--- config.mk ---
export PLATFORM = sky130hd
export DESIGN_NAME = reglist_encoder
export DESIGN_NICKNAME = d
export VERILOG_FILES = /design/src/rtl/reglist_encoder.sv
export SDC_FILE = /design/constraint.sdc
export NUM_CORES = 1
export LEC_CHECK = 0
export CAP_MARGIN = 20
export CORE_MARGIN = 10
export CORE_UTILIZATION = 35
export DETAILED_ROUTE_END_ITERATION = 10
export PLACE_DENSITY = 0.66
export SLEW_MARGIN = 20
export SYNTH_ARGS = -nofsm -noshare
export SYNTH_HDL_FRONTEND = slang
export SYNTH_SLANG_ARGS = --single-unit
--- constraint.sdc ---
create_clock -name clk -period 2.49 [get_ports clk]
set_input_delay 0.498 -clock clk [delete_from_list [all_inputs] [get_ports clk]]
set_output_delay 0.498 -clock clk [all_outputs]
set_load 0.02 [all_outputs]
--- src/rtl/reglist_encoder.sv ---
// reglist_encoder: serialises an LDM/STM register mask into register numbers with a valid/ack handshake; REGLIST_COUNT_EN adds a registered popcount of the mask
module reglist_encoder #(
    parameter int LIST_W     = 16,
    parameter int IDX_W      = 4,
    parameter bit DESCENDING = 1'b0
) (
    input  logic              clk,
    input  logic              reset,
    input  logic              start,
    input  logic [LIST_W-1:0] reg_list,
    output logic              ready,
    output logic              reg_valid,
    output logic [IDX_W-1:0]  reg_num,
    input  logic              reg_ack,
    output logic              last,
    output logic              done,
    output logic              pc_in_list,
    output logic [IDX_W:0]    count
);
    typedef enum logic [1:0] {IDLE, EMIT, DONE} state_t;
    state_t            state_q, state_d;
    logic [LIST_W-1:0] pending_q, pending_d;
    logic              pc_q, pc_d;
    logic [IDX_W-1:0]  enc;
    logic              single;
    logic              accept;
    assign accept = (state_q == IDLE) && start;
    assign single = (pending_q & (pending_q - LIST_W'(1))) == '0;
    // priority encode of the pending mask; the last match in scan order wins
    always_comb begin
        enc = '0;
        for (int i = 0; i < LIST_W; i++) begin
            if (pending_q[DESCENDING ? i : LIST_W-1-i]) enc = IDX_W'(DESCENDING ? i : LIST_W-1-i);
        end
    end
    // state, pending mask and captured PC flag
    always_ff @(posedge clk) begin
        if (reset) begin
            state_q   <= IDLE;
            pending_q <= '0;
            pc_q      <= 1'b0;
        end else begin
            state_q   <= state_d;
            pending_q <= pending_d;
            pc_q      <= pc_d;
        end
    end
    // next state: load on accepted start, retire one register per ack
    always_comb begin
        state_d   = state_q;
        pending_d = pending_q;
        pc_d      = pc_q;
        case (state_q)
            IDLE: if (start) begin
                pending_d = reg_list;
                pc_d      = reg_list[LIST_W-1];
                state_d   = (reg_list == '0) ? DONE : EMIT;
            end
            EMIT: if (reg_ack) begin
                pending_d = pending_q & ~(LIST_W'(1) << enc);
                state_d   = single ? DONE : EMIT;
            end
            default: state_d = IDLE;
        endcase
    end
    // outputs decoded from registered state only, so they stay stable while ack is low
    always_comb begin
        ready      = state_q == IDLE;
        reg_valid  = state_q == EMIT;
        reg_num    = reg_valid ? enc : '0;
        last       = reg_valid && single;
        done       = state_q == DONE;
        pc_in_list = pc_q;
    end
`ifdef REGLIST_COUNT_EN
    logic [IDX_W:0] count_q, count_d, pop;
    // popcount of the incoming mask
    always_comb begin
        pop = '0;
        for (int i = 0; i < LIST_W; i++) pop = pop + (IDX_W+1)'(reg_list[i]);
    end
    // count captured on accepted start and held for base-address offset
    always_ff @(posedge clk) begin
        if (reset) count_q <= '0;
        else count_q <= count_d;
    end
    assign count_d = accept ? pop : count_q;
    assign count   = count_q;
`else
    logic unused_accept;
    assign unused_accept = accept;
    assign count         = '0;
`endif
endmodule

Word-level counts from Yosys, hierarchy flattened
Cells that the tools add are included.
Widths: inputs -> output; s select.

word-level totals
  flip-flop bits (word level) = 19
  latch bits = 0
  memory bits (writable) = 0
  bits in read-only memories = 0
  input bits = 20
  output and inout bits = 14
  word-level logic and storage cells = 45
  memories kept = 0

cells by class
  add/subtract/negate cells = 1
  multipliers = 0
  div/mod/pow operators = 0
  order comparisons = 0
  eq/ne operators = 4
  shifts and indexed selects = 1
  multiplexer cells = 25
  bitwise logic cells = 3
  reduce and logical (&&, ||, !) cells = 8

operator list
  operator               number
  $mux 4                 17
  $and 16x16->16         2
  $logic_not 16->1       2
  $mux 16                2
  $pmux 16 s2            1
  $not 16->16            1
  $shl 1x4->16 const A   1
  $sub 16x1->16 const B  1
  $mux 2                 4
  $pmux 2 s2             1
  $reduce_and 2->1       2
  $reduce_and 3->1       1
  $eq 2x1->1 const B     1
  $eq 2x2->1 const B     1
  $logic_not 2->1        1
  $ne 2x1->1 const B     1
  $ne 2x2->1 const B     1
  $reduce_bool 2->1      1
  $logic_and 1x1->1      1

Depth between registers and ports, before layout
  depth in word-level cells = 21
  depth in mapped cells = 8
  mapped depth without buffers = 6

Worst setup path before layout
Ideal clock, no wire load.

  kind = reg-to-output
  from = reg pending_q[0]
  to = out last
  arrival = 2.089 ns
  required time = 1.992 ns
  slack = -0.097 ns
  stages on the path, launching flop included = 8
  buffers on the path = 2
  cell sequence = dfxtp_1 > buf_6 > or4_4 > buf_6 > nor4_4 > o21ai_1 > a2111oi_4 > and2_1

between the ends
  word-level cells in the longest chain between the ends = 4

ends and longest elaborated chain
  what                    RTL line  source
  from (decl)             22        logic [LIST_W-1:0] pending_q, pending_d;
  from (signal assigned)  44        pending_q <= pending_d;
  $sub 16x1->16           28        assign single = (pending_q & (pending_q - LIST_W'(1))) == '0;
  $and 16x16->16 *        28
  $logic_not 16->1 *      28
  $logic_and 1x1->1 *     71        last = reg_valid && single;
  to (decl)               15        output logic last,

Every way passes the cells marked *; elsewhere a longest branch is shown, timed or not.

Worst setup path after layout
Same ends and word-level chain as after synthesis.

==> flow_metrics.env <==
export IMPL_status="complete, but fails checks"
export IMPL_violations="setup timing"
export IMPL_port_buffers=28
export IMPL_cts_max_level=1
export IMPL_antenna_found_initial=0
export IMPL_rrSetupSlack_ps=310
export IMPL_num_antenna_cells=0
export IMPL_path_depth=7
export IMPL_drv_cap=0
export IMPL_drc=0
export IMPL_wirelength_um=4810
export IMPL_dp_cells=283
export IMPL_crit_path_cell_trace="or4_4 -> nor4_4 -> buf_4 -> a31oi_2 -> a2111oi_4 -> and2_4 -> buf_6"
export IMPL_crit_start="pending_q[0]"
export IMPL_synth_ff_type="dfxtp_1"
export IMPL_ir_worst_vdd_v=0.000381
export IMPL_cp_required_ps=1990
export IMPL_critPathBufInv=2
export IMPL_die_h_um=83.4
export IMPL_synthCells=183
export IMPL_synth_area_top_cells="dfxtp_1 (27%), a21oi_1 (7.1%), a221oi_1 (4.4%)"
export IMPL_avgViaCountPerCell=5.53
export IMPL_gp_congestion=0.923
export IMPL_num_nets_final=260
export IMPL_cts_tree="built"
export IMPL_setup_violations=1
export IMPL_reg2regPathDepth=7
export IMPL_slew_viol_final=0
export IMPL_dr_pass1_iters=4
export IMPL_io_pins=34
export IMPL_p_leak_nw=0.799
export IMPL_cpMaxStageDelayCell="or4_4"
export IMPL_r2r_end="pending_q[14]"
export IMPL_crit_family="simple AND/OR/NAND/NOR gates"
export IMPL_grt_overflow_total=0
export IMPL_die_x_um=83.4
export IMPL_final_hold_violation_count=0
export IMPL_path_clk_slew_ps=70
export IMPL_dp_hpwl_um=3750
export IMPL_p_per_area_mw_per_mm2=744
export IMPL_yosysWarningCount=0
export IMPL_slowest_delay_ps=590
export IMPL_holdWs_ps=458
export IMPL_async_flop_share=0
export IMPL_grtUsageTotal=0.132
export IMPL_rsz0062_at_grt="yes"
export IMPL_dr_total_vias=1586
export IMPL_dieArea_mm2=0.00695
export IMPL_grt_max_degree=20
export IMPL_cp_endpoint="last"
export IMPL_synth_seq_cells=19
export IMPL_core_area_mm2=0.00377
export IMPL_yosysUniqueCellTypes=43
export IMPL_ant_nets=0
export IMPL_final_cells=287
export IMPL_clock_sinks=19
export IMPL_synthMostInstantiatedCell="a21oi_1"
export IMPL_wl_per_cell_um=16.8
export IMPL_finClkSkew_ps=1.60
export IMPL_cp_end_kind="output port"
export IMPL_drt_iter0_drc=127
export IMPL_critPathLaunchType="register"
export IMPL_cts_root_buffer="clkbuf_8"
export IMPL_yosys_area_top_type="dfxtp_1"
export IMPL_syn2layout_area_growth_pct=43.3
export IMPL_clk_latency_ps=260
export IMPL_r2r_start="pending_q[0]"
export IMPL_syn_area_mm2=0.00141
export IMPL_fin_crit_ps=2680
export IMPL_critPathKind="register to output port"
export IMPL_period_share=1.08
export IMPL_grt_pass1_wl_um=7910
export IMPL_crit_fanout=5
export IMPL_grt_pass1_vias=1555
export IMPL_synth_common_cells="a21oi_1 (20), dfxtp_1 (19), nor2_1 (15)"
export IMPL_rows=22
export IMPL_ys_seq_area_frac=0.270
export IMPL_hold_class="register to register"
export IMPL_crit_arrival_ps=2190
export IMPL_synth_top_area_frac=0.270
export IMPL_fmax_ghz=0.373
export IMPL_fin_ws_ps=-194
export IMPL_syn_avg_cell_area_um2=7.68
export IMPL_synth_edf_count=0
export IMPL_layout_drive_gt1_share=0.264
export IMPL_cts_made_buffers=3
export IMPL_start_util=0.373
export IMPL_cts_buffer_depth=2
registers in the layout, summed over array words and instances, names as in the netlist:
register and count:
pending_q 16, pc_in_list 1, state_q 2
metrics by stage:
stage	TNS [ps]	utilization	cell area, um^2	total power, mW	worst slack (ps)
floorplan	0	-	1460	0.897	2.41
global placement	-518	0.526	1980	1.27	-386
detailed placement	-560	0.526	1980	1.28	-370
CTS	-187	0.538	2030	1.50	-187
global route	-296	0.535	2020	1.60	-296
finish	-194	0.535	2020	1.50	-194
cell type report:
class	instances	area, um^2
Fill cell	380	1760
Multi-Input combinational cell	144	953
Timing Repair Buffer	68	562
Sequential cell	19	380
Tap cell	48	60.1
Clock buffer	4	45.0
Inverter	4	15.0
worst min-delay path by stage:
stage / from / endpoint / slack (ps) / depth (start not counted)
2_1_floorplan: pending_q[15] / pending_q[15] / 500 / 2
3_5_place_dp: pc_in_list / pc_in_list / 450 / 2
4_1_cts: pc_in_list / pc_in_list / 460 / 2
5_1_grt: pc_in_list / pc_in_list / 470 / 2
6_report: pc_in_list / pc_in_list / 460 / 2
3_3_place_gp: pc_in_list / pc_in_list / 450 / 2
logic make-up (layout without fill, tap and decap cells):
logic type                 Yosys count  in the layout  synth area share
and+or+nand+nor                     68             68             0.271
adders and majority gates            2              2            0.0142
AOI/OAI and AO/OA                   65             65             0.322
muxes                                4              4            0.0285
buffers and inverters               24             76            0.0907
other                                1              5           0.00267
DFF                                 19             19             0.270
repair_timing:
action                     in CTS  in global routing
pin swaps                       0                  0
setup endpoints to repair       5                  4
gates cloned                    0                  0
buffers inserted                0                  0
hold buffers                    0                  0
resized for setup              18                  7
layout by cell type, fill, tap and decap left out, types with 6 or more instances in the layout:
cell type | Yosys | layout
buf_4 | 5 | 40
clkdlybuf4s50_1 | 0 | 23
a21oi_1 | 20 | 19
dfxtp_1 | 19 | 19
nor2_1 | 15 | 15
nand2_1 | 13 | 13
a221oi_1 | 7 | 7
nor3b_1 | 7 | 7
o21ai_0 | 6 | 6
nor4_1 | 6 | 6
per-layer routing:
metal,track usage,vias to the layer above,share of wire
met5,0,-,0
met4,0.0369,0,0.011
li1,-,793,-
met2,0.203,41,0.46
met1,0.181,748,0.49
met3,0.0254,4,0.045
tightest hold or removal path: stages (launching register included):
cell     delay [ps]
dfxtp_1         310
nand2_1          50
a21oi_1          50
power by group:
group / total, mW / internal (mW) / switching, mW / leakage [nW]
clock: 0.222 / 0.114 / 0.108 / 0.0228
sequential: 0.375 / 0.343 / 0.0327 / 0.156
combinational: 0.903 / 0.432 / 0.471 / 0.621
total: 1.50 / 0.889 / 0.612 / 0.799
Note: power is estimated with default switching activity, not from simulation.
